`src/rtl/axi_fifo_rr_arb_if.sv`:
```
// Requester/FIFO-side bundle of the round-robin FIFO write arbiter.
// master = arbiter view, slave = requesters plus FIFO.
interface axi_fifo_rr_arb_if #(
    parameter int NUM_SRC    = 4,
    parameter int DATA_WIDTH = 32,
    parameter int ID_W       = (NUM_SRC > 1) ? $clog2(NUM_SRC) : 1
);
    logic [NUM_SRC-1:0]            src_req;
    logic [NUM_SRC-1:0]            src_last;
    logic [NUM_SRC*DATA_WIDTH-1:0] src_data;
    logic [NUM_SRC-1:0]            src_ack;
    logic                          fifo_wrReq;
    logic                          fifo_wrAck;
    logic [ID_W+DATA_WIDTH-1:0]    fifo_wdata;
    logic                          busy;
    logic [ID_W-1:0]               grant_id;
    logic                          timeout_pulse;

    modport master (
        input  src_req, src_last, src_data, fifo_wrAck,
        output src_ack, fifo_wrReq, fifo_wdata, busy, grant_id, timeout_pulse
    );

    modport slave (
        output src_req, src_last, src_data, fifo_wrAck,
        input  src_ack, fifo_wrReq, fifo_wdata, busy, grant_id, timeout_pulse
    );
endinterface

```
`src/rtl/axi_fifo_rr_arb.sv`:
```
// Round-robin burst arbiter onto one FIFO write port; 1-cycle arbitration, then beats pass combinationally.
// Backpressure: fifo_wrAck low stalls the owner without losing the grant; an idle owner is evicted after HOLD_TIMEOUT cycles.
module axi_fifo_rr_arb #(
    parameter int NUM_SRC      = 4,
    parameter int DATA_WIDTH   = 32,
    parameter int MAX_BURST    = 16,
    parameter int HOLD_TIMEOUT = 8
) (
    input  logic                 clk_i,
    input  logic                 rstn_i,
    axi_fifo_rr_arb_if.master    bus
);
    localparam int ID_W = (NUM_SRC > 1) ? $clog2(NUM_SRC) : 1;
    localparam int BC_W = $clog2(MAX_BURST) + 1;
    localparam int IC_W = (HOLD_TIMEOUT > 1) ? $clog2(HOLD_TIMEOUT) : 1;

    typedef enum logic {
        IDLE   = 1'b0,
        LOCKED = 1'b1
    } state_t;

    state_t            state_q, state_d;
    logic [ID_W-1:0]   rr_ptr_q, rr_ptr_d;
    logic [ID_W-1:0]   owner_q, owner_d;
    logic [BC_W-1:0]   beat_cnt_q, beat_cnt_d;
    logic [IC_W-1:0]   idle_cnt_q, idle_cnt_d;

    logic                  sel_vld;
    logic [ID_W-1:0]       sel_id;
    logic                  own_req;
    logic                  own_last;
    logic [DATA_WIDTH-1:0] own_data;
    logic                  locked;
    logic                  xfer;
    logic                  last_beat;
    logic                  hold_expired;
    logic                  release_grant;
    logic [ID_W-1:0]       owner_next;

    // Scan downward so the smallest offset from rr_ptr is the one that sticks.
    always_comb begin
        sel_vld = 1'b0;
        sel_id  = '0;
        for (int i = NUM_SRC - 1; i >= 0; i--) begin
            int idx;
            idx = int'(rr_ptr_q) + i;
            if (idx >= NUM_SRC) idx = idx - NUM_SRC;
            if (bus.src_req[idx]) begin
                sel_vld = 1'b1;
                sel_id  = ID_W'(idx);
            end
        end
    end

    assign locked        = (state_q == LOCKED);
    assign own_req       = bus.src_req[owner_q];
    assign own_last      = bus.src_last[owner_q];
    assign own_data      = bus.src_data[owner_q*DATA_WIDTH +: DATA_WIDTH];
    assign xfer          = locked && own_req && bus.fifo_wrAck;
    assign last_beat     = own_last || (beat_cnt_q == BC_W'(MAX_BURST - 1));
    assign hold_expired  = locked && !own_req && (idle_cnt_q == IC_W'(HOLD_TIMEOUT - 1));
    assign release_grant = (xfer && last_beat) || hold_expired;
    assign owner_next    = (int'(owner_q) == NUM_SRC - 1) ? '0 : owner_q + 1'b1;

    always_comb begin
        state_d    = state_q;
        rr_ptr_d   = rr_ptr_q;
        owner_d    = owner_q;
        beat_cnt_d = beat_cnt_q;
        idle_cnt_d = idle_cnt_q;
        case (state_q)
            IDLE: begin
                if (sel_vld) begin
                    state_d    = LOCKED;
                    owner_d    = sel_id;
                    beat_cnt_d = '0;
                    idle_cnt_d = '0;
                end
            end
            LOCKED: begin
                if (release_grant) begin
                    state_d    = IDLE;
                    rr_ptr_d   = owner_next;
                    beat_cnt_d = '0;
                    idle_cnt_d = '0;
                end else begin
                    // A stalled owner still counts as active, so only a low request ages the hold timer.
                    if (own_req) idle_cnt_d = '0;
                    else         idle_cnt_d = idle_cnt_q + 1'b1;
                    if (xfer)    beat_cnt_d = beat_cnt_q + 1'b1;
                end
            end
            default: state_d = IDLE;
        endcase
    end

    always_ff @(posedge clk_i or negedge rstn_i) begin
        if (!rstn_i) begin
            state_q    <= IDLE;
            rr_ptr_q   <= '0;
            owner_q    <= '0;
            beat_cnt_q <= '0;
            idle_cnt_q <= '0;
        end else begin
            state_q    <= state_d;
            rr_ptr_q   <= rr_ptr_d;
            owner_q    <= owner_d;
            beat_cnt_q <= beat_cnt_d;
            idle_cnt_q <= idle_cnt_d;
        end
    end

    always_comb begin
        bus.src_ack       = '0;
        bus.fifo_wrReq    = 1'b0;
        bus.fifo_wdata    = '0;
        bus.timeout_pulse = 1'b0;
        bus.busy          = locked;
        bus.grant_id      = owner_q;
        if (locked) begin
            bus.fifo_wrReq       = own_req;
            bus.src_ack[owner_q] = bus.fifo_wrAck;
            bus.fifo_wdata       = {owner_q, own_data};
            bus.timeout_pulse    = hold_expired;
        end
    end
endmodule

```
`src/flat_wrapper.sv`:
```
// flat-port wrapper written by rule: the top's interface ports become plain ports
module axi_fifo_rr_arb_flat 
#(
    parameter int NUM_SRC      = 4,
    parameter int DATA_WIDTH   = 32,
    parameter int MAX_BURST    = 16,
    parameter int HOLD_TIMEOUT = 8
)
  (clk_i, rstn_i, bus_src_req, bus_src_last, bus_src_data, bus_fifo_wrAck, bus_src_ack, bus_fifo_wrReq, bus_fifo_wdata, bus_busy, bus_grant_id, bus_timeout_pulse);
  axi_fifo_rr_arb_if #(.NUM_SRC(NUM_SRC), .DATA_WIDTH(DATA_WIDTH)) bus_i ();
  input  logic clk_i;
  input  logic rstn_i;
  input wire logic [$bits(bus_i.src_req)-1:0] bus_src_req;
  input wire logic [$bits(bus_i.src_last)-1:0] bus_src_last;
  input wire logic [$bits(bus_i.src_data)-1:0] bus_src_data;
  input wire logic [$bits(bus_i.fifo_wrAck)-1:0] bus_fifo_wrAck;
  output wire logic [$bits(bus_i.src_ack)-1:0] bus_src_ack;
  output wire logic [$bits(bus_i.fifo_wrReq)-1:0] bus_fifo_wrReq;
  output wire logic [$bits(bus_i.fifo_wdata)-1:0] bus_fifo_wdata;
  output wire logic [$bits(bus_i.busy)-1:0] bus_busy;
  output wire logic [$bits(bus_i.grant_id)-1:0] bus_grant_id;
  output wire logic [$bits(bus_i.timeout_pulse)-1:0] bus_timeout_pulse;
  assign bus_i.src_req = bus_src_req;
  assign bus_i.src_last = bus_src_last;
  assign bus_i.src_data = bus_src_data;
  assign bus_i.fifo_wrAck = bus_fifo_wrAck;
  assign bus_src_ack = bus_i.src_ack;
  assign bus_fifo_wrReq = bus_i.fifo_wrReq;
  assign bus_fifo_wdata = bus_i.fifo_wdata;
  assign bus_busy = bus_i.busy;
  assign bus_grant_id = bus_i.grant_id;
  assign bus_timeout_pulse = bus_i.timeout_pulse;
  axi_fifo_rr_arb #(.NUM_SRC(NUM_SRC), .DATA_WIDTH(DATA_WIDTH), .MAX_BURST(MAX_BURST), .HOLD_TIMEOUT(HOLD_TIMEOUT)) u_core (.clk_i(clk_i), .rstn_i(rstn_i), .bus(bus_i));
endmodule
```
`config.mk`:
```
export PLATFORM = sky130hd
export DESIGN_NAME = axi_fifo_rr_arb_flat
export DESIGN_NICKNAME = d
export VERILOG_FILES = /design/src/rtl/axi_fifo_rr_arb_if.sv /design/src/rtl/axi_fifo_rr_arb.sv /design/src/flat_wrapper.sv
export SDC_FILE = /design/constraint.sdc
export NUM_CORES = 1
export LEC_CHECK = 0
export CORE_MARGIN = 3
export CORE_UTILIZATION = 33
export CTS_CLUSTER_DIAMETER = 150
export CTS_CLUSTER_SIZE = 28
export DETAILED_ROUTE_END_ITERATION = 10
export PLACE_DENSITY = 0.87
export SLEW_MARGIN = 20
export SYNTH_ARGS = -nofsm -noshare
export SYNTH_HDL_FRONTEND = slang
export SYNTH_SLANG_ARGS = --single-unit
```
`constraint.sdc`:
```
create_clock -name clk_i -period 4.5 [get_ports clk_i]
set_input_delay 0.675 -clock clk_i [delete_from_list [all_inputs] [get_ports clk_i]]
set_output_delay 0.675 -clock clk_i [all_outputs]
set_load 0.005 [all_outputs]
```
Yosys cells after proc, flatten, opt, wreduce, memory -nomap -nowiden

Cells that the tools add are included.

$add $sub $neg: 10
Bitwise gates (word level): 2
Reductions and logical operators: 12
Eq/ne operators: 5
Shifts and indexed selects: 1
$lt $le $gt $ge: 10
Multiplexer cells: 46

Operators by type and width:

| operator                                                           | number |
|---|---|
| less-than comparator 32 x 4 -> 1 bit, second input constant        | 4 |
| 2-to-1 mux 32 bit                                                  | 4 |
| indexed part select 128 x 8 -> 32 bit                              | 1 |
| greater-or-equal comparator 32 x 4 -> 1 bit, second input constant | 3 |
| subtractor 32 x 4 -> 32 bit, second input constant                 | 3 |
| 2-to-1 mux 34 bit                                                  | 1 |
| 2-to-1 mux 1 bit                                                   | 19 |
| 2-to-1 mux 5 bit                                                   | 3 |
| binary-select mux 1 bit (select 2 bit)                             | 6 |
| 2-to-1 mux 2 bit                                                   | 5 |
| one-hot mux 5 bit (2 select lines)                                 | 1 |
| 2-to-1 mux 3 bit                                                   | 3 |
| adder 2 x 2 -> 3 bit, second input constant                        | 2 |
| logical AND 1 bit                                                  | 6 |
| one-hot mux 3 bit (2 select lines)                                 | 1 |
| AND reduction 2 bit                                                | 3 |
| adder 5 x 1 -> 5 bit, second input constant                        | 1 |
| equality test 5 x 4 -> 1 bit, second input constant                | 1 |
| bitwise AND 4 bit                                                  | 1 |
| 2-to-1 mux 4 bit                                                   | 1 |
| subtractor 2 x 3 -> 4 bit, second input constant                   | 1 |
| adder 2 x 1 -> 3 bit, second input constant                        | 1 |
| adder 3 x 1 -> 3 bit, second input constant                        | 1 |
| equality test 3 bit, second input constant                         | 1 |
| other kinds (12)                                                   | 13 |

Output and inout port bits: 43
Bits of input ports: 139
Register bits: 13

Longest topological paths before layout

Depth in word-level cells: 12
Mapped depth: 7

Least setup slack after synthesis

No wires, ideal clock.

Kind: flip-flop to output port
From: register u_core.owner_q[0], in the netlist u_core.bus.grant_id[0]
To: output bus_fifo_wdata[10]
Path buffers: 2
Arrival: 1.638 ns
Setup slack: 2.187 ns
Stages on the path, launching flop included: 5
Required time: 3.825 ns
Cell sequence: dfrtp_1 buf_4 buf_2 mux4_2 and2_1

Word-level cells in the longest chain between the ends: 2

RTL lines:

| what                                  | line                   | text |
|---|---|---|
| from (decl)                           | axi_fifo_rr_arb.sv:24  | `logic [ID_W-1:0] owner_q, owner_d;` |
| from (signal assigned)                | axi_fifo_rr_arb.sv:107 | `owner_q <= owner_d;` |
| indexed part select 128 x 8 -> 32 bit | axi_fifo_rr_arb.sv:58  | `assign own_data = bus.src_data[owner_q*DATA_WIDTH +: DATA_WIDTH];` |
| 2-to-1 mux 34 bit                     | axi_fifo_rr_arb.sv:120 | `if (locked) begin` |
| to (decl)                             | flat_wrapper.sv:19     | `output wire logic [$bits(bus_i.fifo_wdata)-1:0] bus_fifo_wdata;` |

No other way between the ends.

Final worst setup path

From: input bus_src_req[3]
To: output bus_timeout_pulse

Word-level cells in the longest chain between the ends: 6

RTL lines:

| what                                   | line                   | text |
|---|---|---|
| from (decl)                            | flat_wrapper.sv:13     | `input wire logic [$bits(bus_i.src_req)-1:0] bus_src_req;` |
| binary-select mux 1 bit (select 2 bit) | axi_fifo_rr_arb.sv:56  | `assign own_req = bus.src_req[owner_q];` |
| 2-to-1 mux 1 bit (implied by the code) | axi_fifo_rr_arb.sv:56  |  |
| zero test 1 bit                        | axi_fifo_rr_arb.sv:61  | `assign hold_expired = locked && !own_req && (idle_cnt_q == IC_W'(HOLD_TIMEOUT - 1));` |
| logical AND 1 bit (2 in a row)         | axi_fifo_rr_arb.sv:61  |  |
| 2-to-1 mux 1 bit                       | axi_fifo_rr_arb.sv:120 |  |
| to (decl)                              | flat_wrapper.sv:22     | `output wire logic [$bits(bus_i.timeout_pulse)-1:0] bus_timeout_pulse;` |

No other way between the ends. The select of a mux whose other input is x is not followed.

==> run_results.csv <==
group,metric,value,unit
outcome,outcome,"finished clean",
finish,diodes,0,
die,die_w,82.3,um
logic_synthesis,synth.ff_latch_count,13,
critical_path,slowest_delay,0.59,ns
critical_path,critPathArrivalTime,2.60,ns
power_and_ir_drop,pwr-share-comb,81.8,%
finish,register_area,328,sq um
sta,max_freq,305,MHz
logic_synthesis,ys.flop_type,"dfrtp_1",
sta,tightestPinTransition,0.678,ns
sta,final.min_clock_period,3.28,ns
logic_synthesis,netlist_instances,168,
finish,drive_above_1_share,14.6,%
finish,fin_nets,490,
logic_synthesis,ys_seq_area_share,16.9,%
sta,maxSlewViolCount,0,
critical_path,cp_common_cell,"clkdlybuf4s50_1",
drt,dr.pass1.iters,4,
grt,grt_first_pass_wirelength,11500,um
clock_tree,cts-resized-gates,0,
grt,grt_max_degree,45,
critical_path,worst-setup-path-type,"input pin to output port",
sta,max-slew-margin-rel,54.8,%
logic_synthesis,synth_area_leaders,"mux4_2 39%, dfrtp_1 17%, and2_1 11%, ha_1 5.2%, mux2i_1 3.6%",
sta,setup_viol,0,
min_path,hp-class,"flip-flop to flip-flop",
clock_tree,worst_skew_pair.late_latency,0.25,ns
critical_path,worst_setup_path_end_kind,"output port",
logic_synthesis,synth_edf_count,0,
run,maxCapViolations,0,
clock_tree,cts_sinks,13,
power_and_ir_drop,power.share.clock,6.3,%
drt,wl_per_cell,20.2,um
finish,area_growth,99.2,%
die,coreArea,0.00557,sq mm
drt,drc,0,
grt,grt_use_total,22.9,%
power_and_ir_drop,p_leak,1.47,nW
die,die_h,82.3,um
place,gp_congestion,0.781,
critical_path,crit_fanout,8,
clock_tree,h-tree-depth,1,
critical_path,path_cells,"clkdlybuf4s50_1 -> mux4_2 -> nor2_1 -> clkdlybuf4s50_1",
logic_synthesis,synth_top_area_share,38.7,%
finish,multi_input_area,0.00151,sq mm
clock_tree,clk_pin_slew_worst_paths,0.05,ns
critical_path,cp_top_family,"buffers and inverters",
drt,drtAntennaViolNets,0,
drt,via_count,2165,
logic_synthesis,yosysTopAreaCell,"mux4_2",
die,io_pins,182,
die,initial_core_util,34.5,%
place,dp.final_hpwl,6890,um
grt,antenna_found_initial,0,
critical_path,required,3.83,ns
power_and_ir_drop,ir_drop,0.416,mV
sta,layout_setup_ws,1.22,ns
die,dieArea,0.00678,sq mm
power_and_ir_drop,powerDensity,442,mW/mm^2
clock_tree,cts_hold_buf,0,
power_and_ir_drop,p_int,0.00111,W
clock_tree,clockBufferDepth,2,
sta,rsz0062_at_grt,"false",
power_and_ir_drop,seqPwrFrac,11.9,%
clock_tree,post_cts.repair.setup_buffers,0,
sta,min_period_over_period,72.8,%
grt,grt_pass1_vias,2027,
power_and_ir_drop,swShare,34.5,%
drt,drtIter0Drc,122,
sta,finalHoldViolCount,0,
drt,drt-vias-per-instance,5.23,
place,dpl_worst_slack,1.26,ns
logic_synthesis,synth_nets,315,
finish,n_fill_cell,406,
finish,layout_commonest_cell,"clkdlybuf4s50_1",
clock_tree,cts-root-buf,"clkbuf_8",
logic_synthesis,yosysWarnings,0,
critical_path,path_buf_inv,2,
clock_tree,cts_tree,"done",
sta,timing.setup.tns,0,ns
power_and_ir_drop,p_switching,0.000584,W
logic_synthesis,synth_area_per_cell,11.4,sq um
drt,routed_wirelength,8350,um
die,rows,27,
critical_path,start_kind,"input pin",
logic_synthesis,syn_area,0.00192,sq mm
grt,grt_overflow,0,
sta,finalClockSkew,0.00247,ns
logic_synthesis,async_flop_share,100,%
clock_tree,cts_inserted_buffers,3,
critical_path,slowest_stage,"mux4_2",
logic_synthesis,synth_cell_types,38,
place,io_buffer_count,181,
finish,final_cell_mix,"181 x clkdlybuf4s50_1, 34 x and2_1, 33 x mux4_2",
[synth_stat cells (all sizes together) (2+ instances only)]
cell type / n
a211o: 2
a22o: 2
and2: 35
and3: 6
buf: 8
clkbuf: 6
dfrtp: 13
ha: 8
inv: 5
mux2: 4
mux2i: 7
mux4: 33
nand2: 5
nand3: 3
nor2: 5
nor2b: 3
nor3: 2
nor4: 2
nor4b: 2
o21ai: 3
[worst paths after layout]
kind	from	end	slack, ns	depth (start not counted)
max	bus_src_req[3]	bus_timeout_pulse	1.22	4
min	u_core.idle_cnt_q[1]	u_core.idle_cnt_q[1]	0.52	1
max reg2reg	u_core.bus.grant_id[1]	u_core.rr_ptr_q[1]	2.36	5
min reg2reg	u_core.idle_cnt_q[1]	u_core.idle_cnt_q[1]	0.52	1
max in group asynchronous	rstn_i	u_core.bus.grant_id[0]	3.31	1
min in group asynchronous	rstn_i	u_core.idle_cnt_q[2]	0.79	1
[layout make-up]
type                    instances  area share (%)
multi-input cells             136            39.5
flip-flops and latches         13            8.56
repair buffers                184            47.9
well taps                      72            2.35
clock buffers                   4            1.18
inverters                       5           0.490
[metal layers]
metal	vias up	GRT usage (%)	routed length (um)
li1	1004	-	-
met1	1062	27.3	3040
met2	86	40.6	4340
met3	13	5.42	775
met4	0	6.64	192
met5	-	0	0
[flip-flops by register name, summed over array words and instances, names as in the netlist]
register,flops
u_core.beat_cnt_q,5
u_core.rr_ptr_q,2
u_core.bus.grant_id,2
u_core.idle_cnt_q,3
u_core.bus.busy,1
[cells by family (layout without fill, tap and decap cells)]
| logic type | count (synthesis) | in the layout | synth area share [%] |
|---|---|---|---|
| and+or+nand+nor | 68 | 68 | 21.0 |
| muxes | 44 | 44 | 45.1 |
| buffers and inverters | 19 | 193 | 4.43 |
| AOI/OAI and AO/OA | 16 | 16 | 7.36 |
| DFF | 13 | 13 | 16.9 |
| adders and majority gates | 8 | 8 | 5.21 |
[through the flow]
step	hold WS (ns)	instances	instance area, sq um	util (%)	total power (W)
floorplan	0.379	168	1920	-	0.000952
global placement	0.496	410	3780	67.9	0.00157
detailed placement	0.506	410	3780	67.9	0.00159
CTS	0.523	414	3830	68.7	0.00171
global route	0.542	414	3830	68.7	0.00182
finish	0.517	414	3830	68.7	0.00169
[power groups by stage]
stage               registers (W)  clock network, W  logic [W]
finish                   0.000201          0.000107    0.00138
global route             0.000206          0.000116    0.00150
floorplan                0.000192                 0   0.000760
detailed placement       0.000201                 0    0.00139
CTS                      0.000199          0.000111    0.00140
global placement         0.000198                 0    0.00137
(Power assumes the default switching activity.)
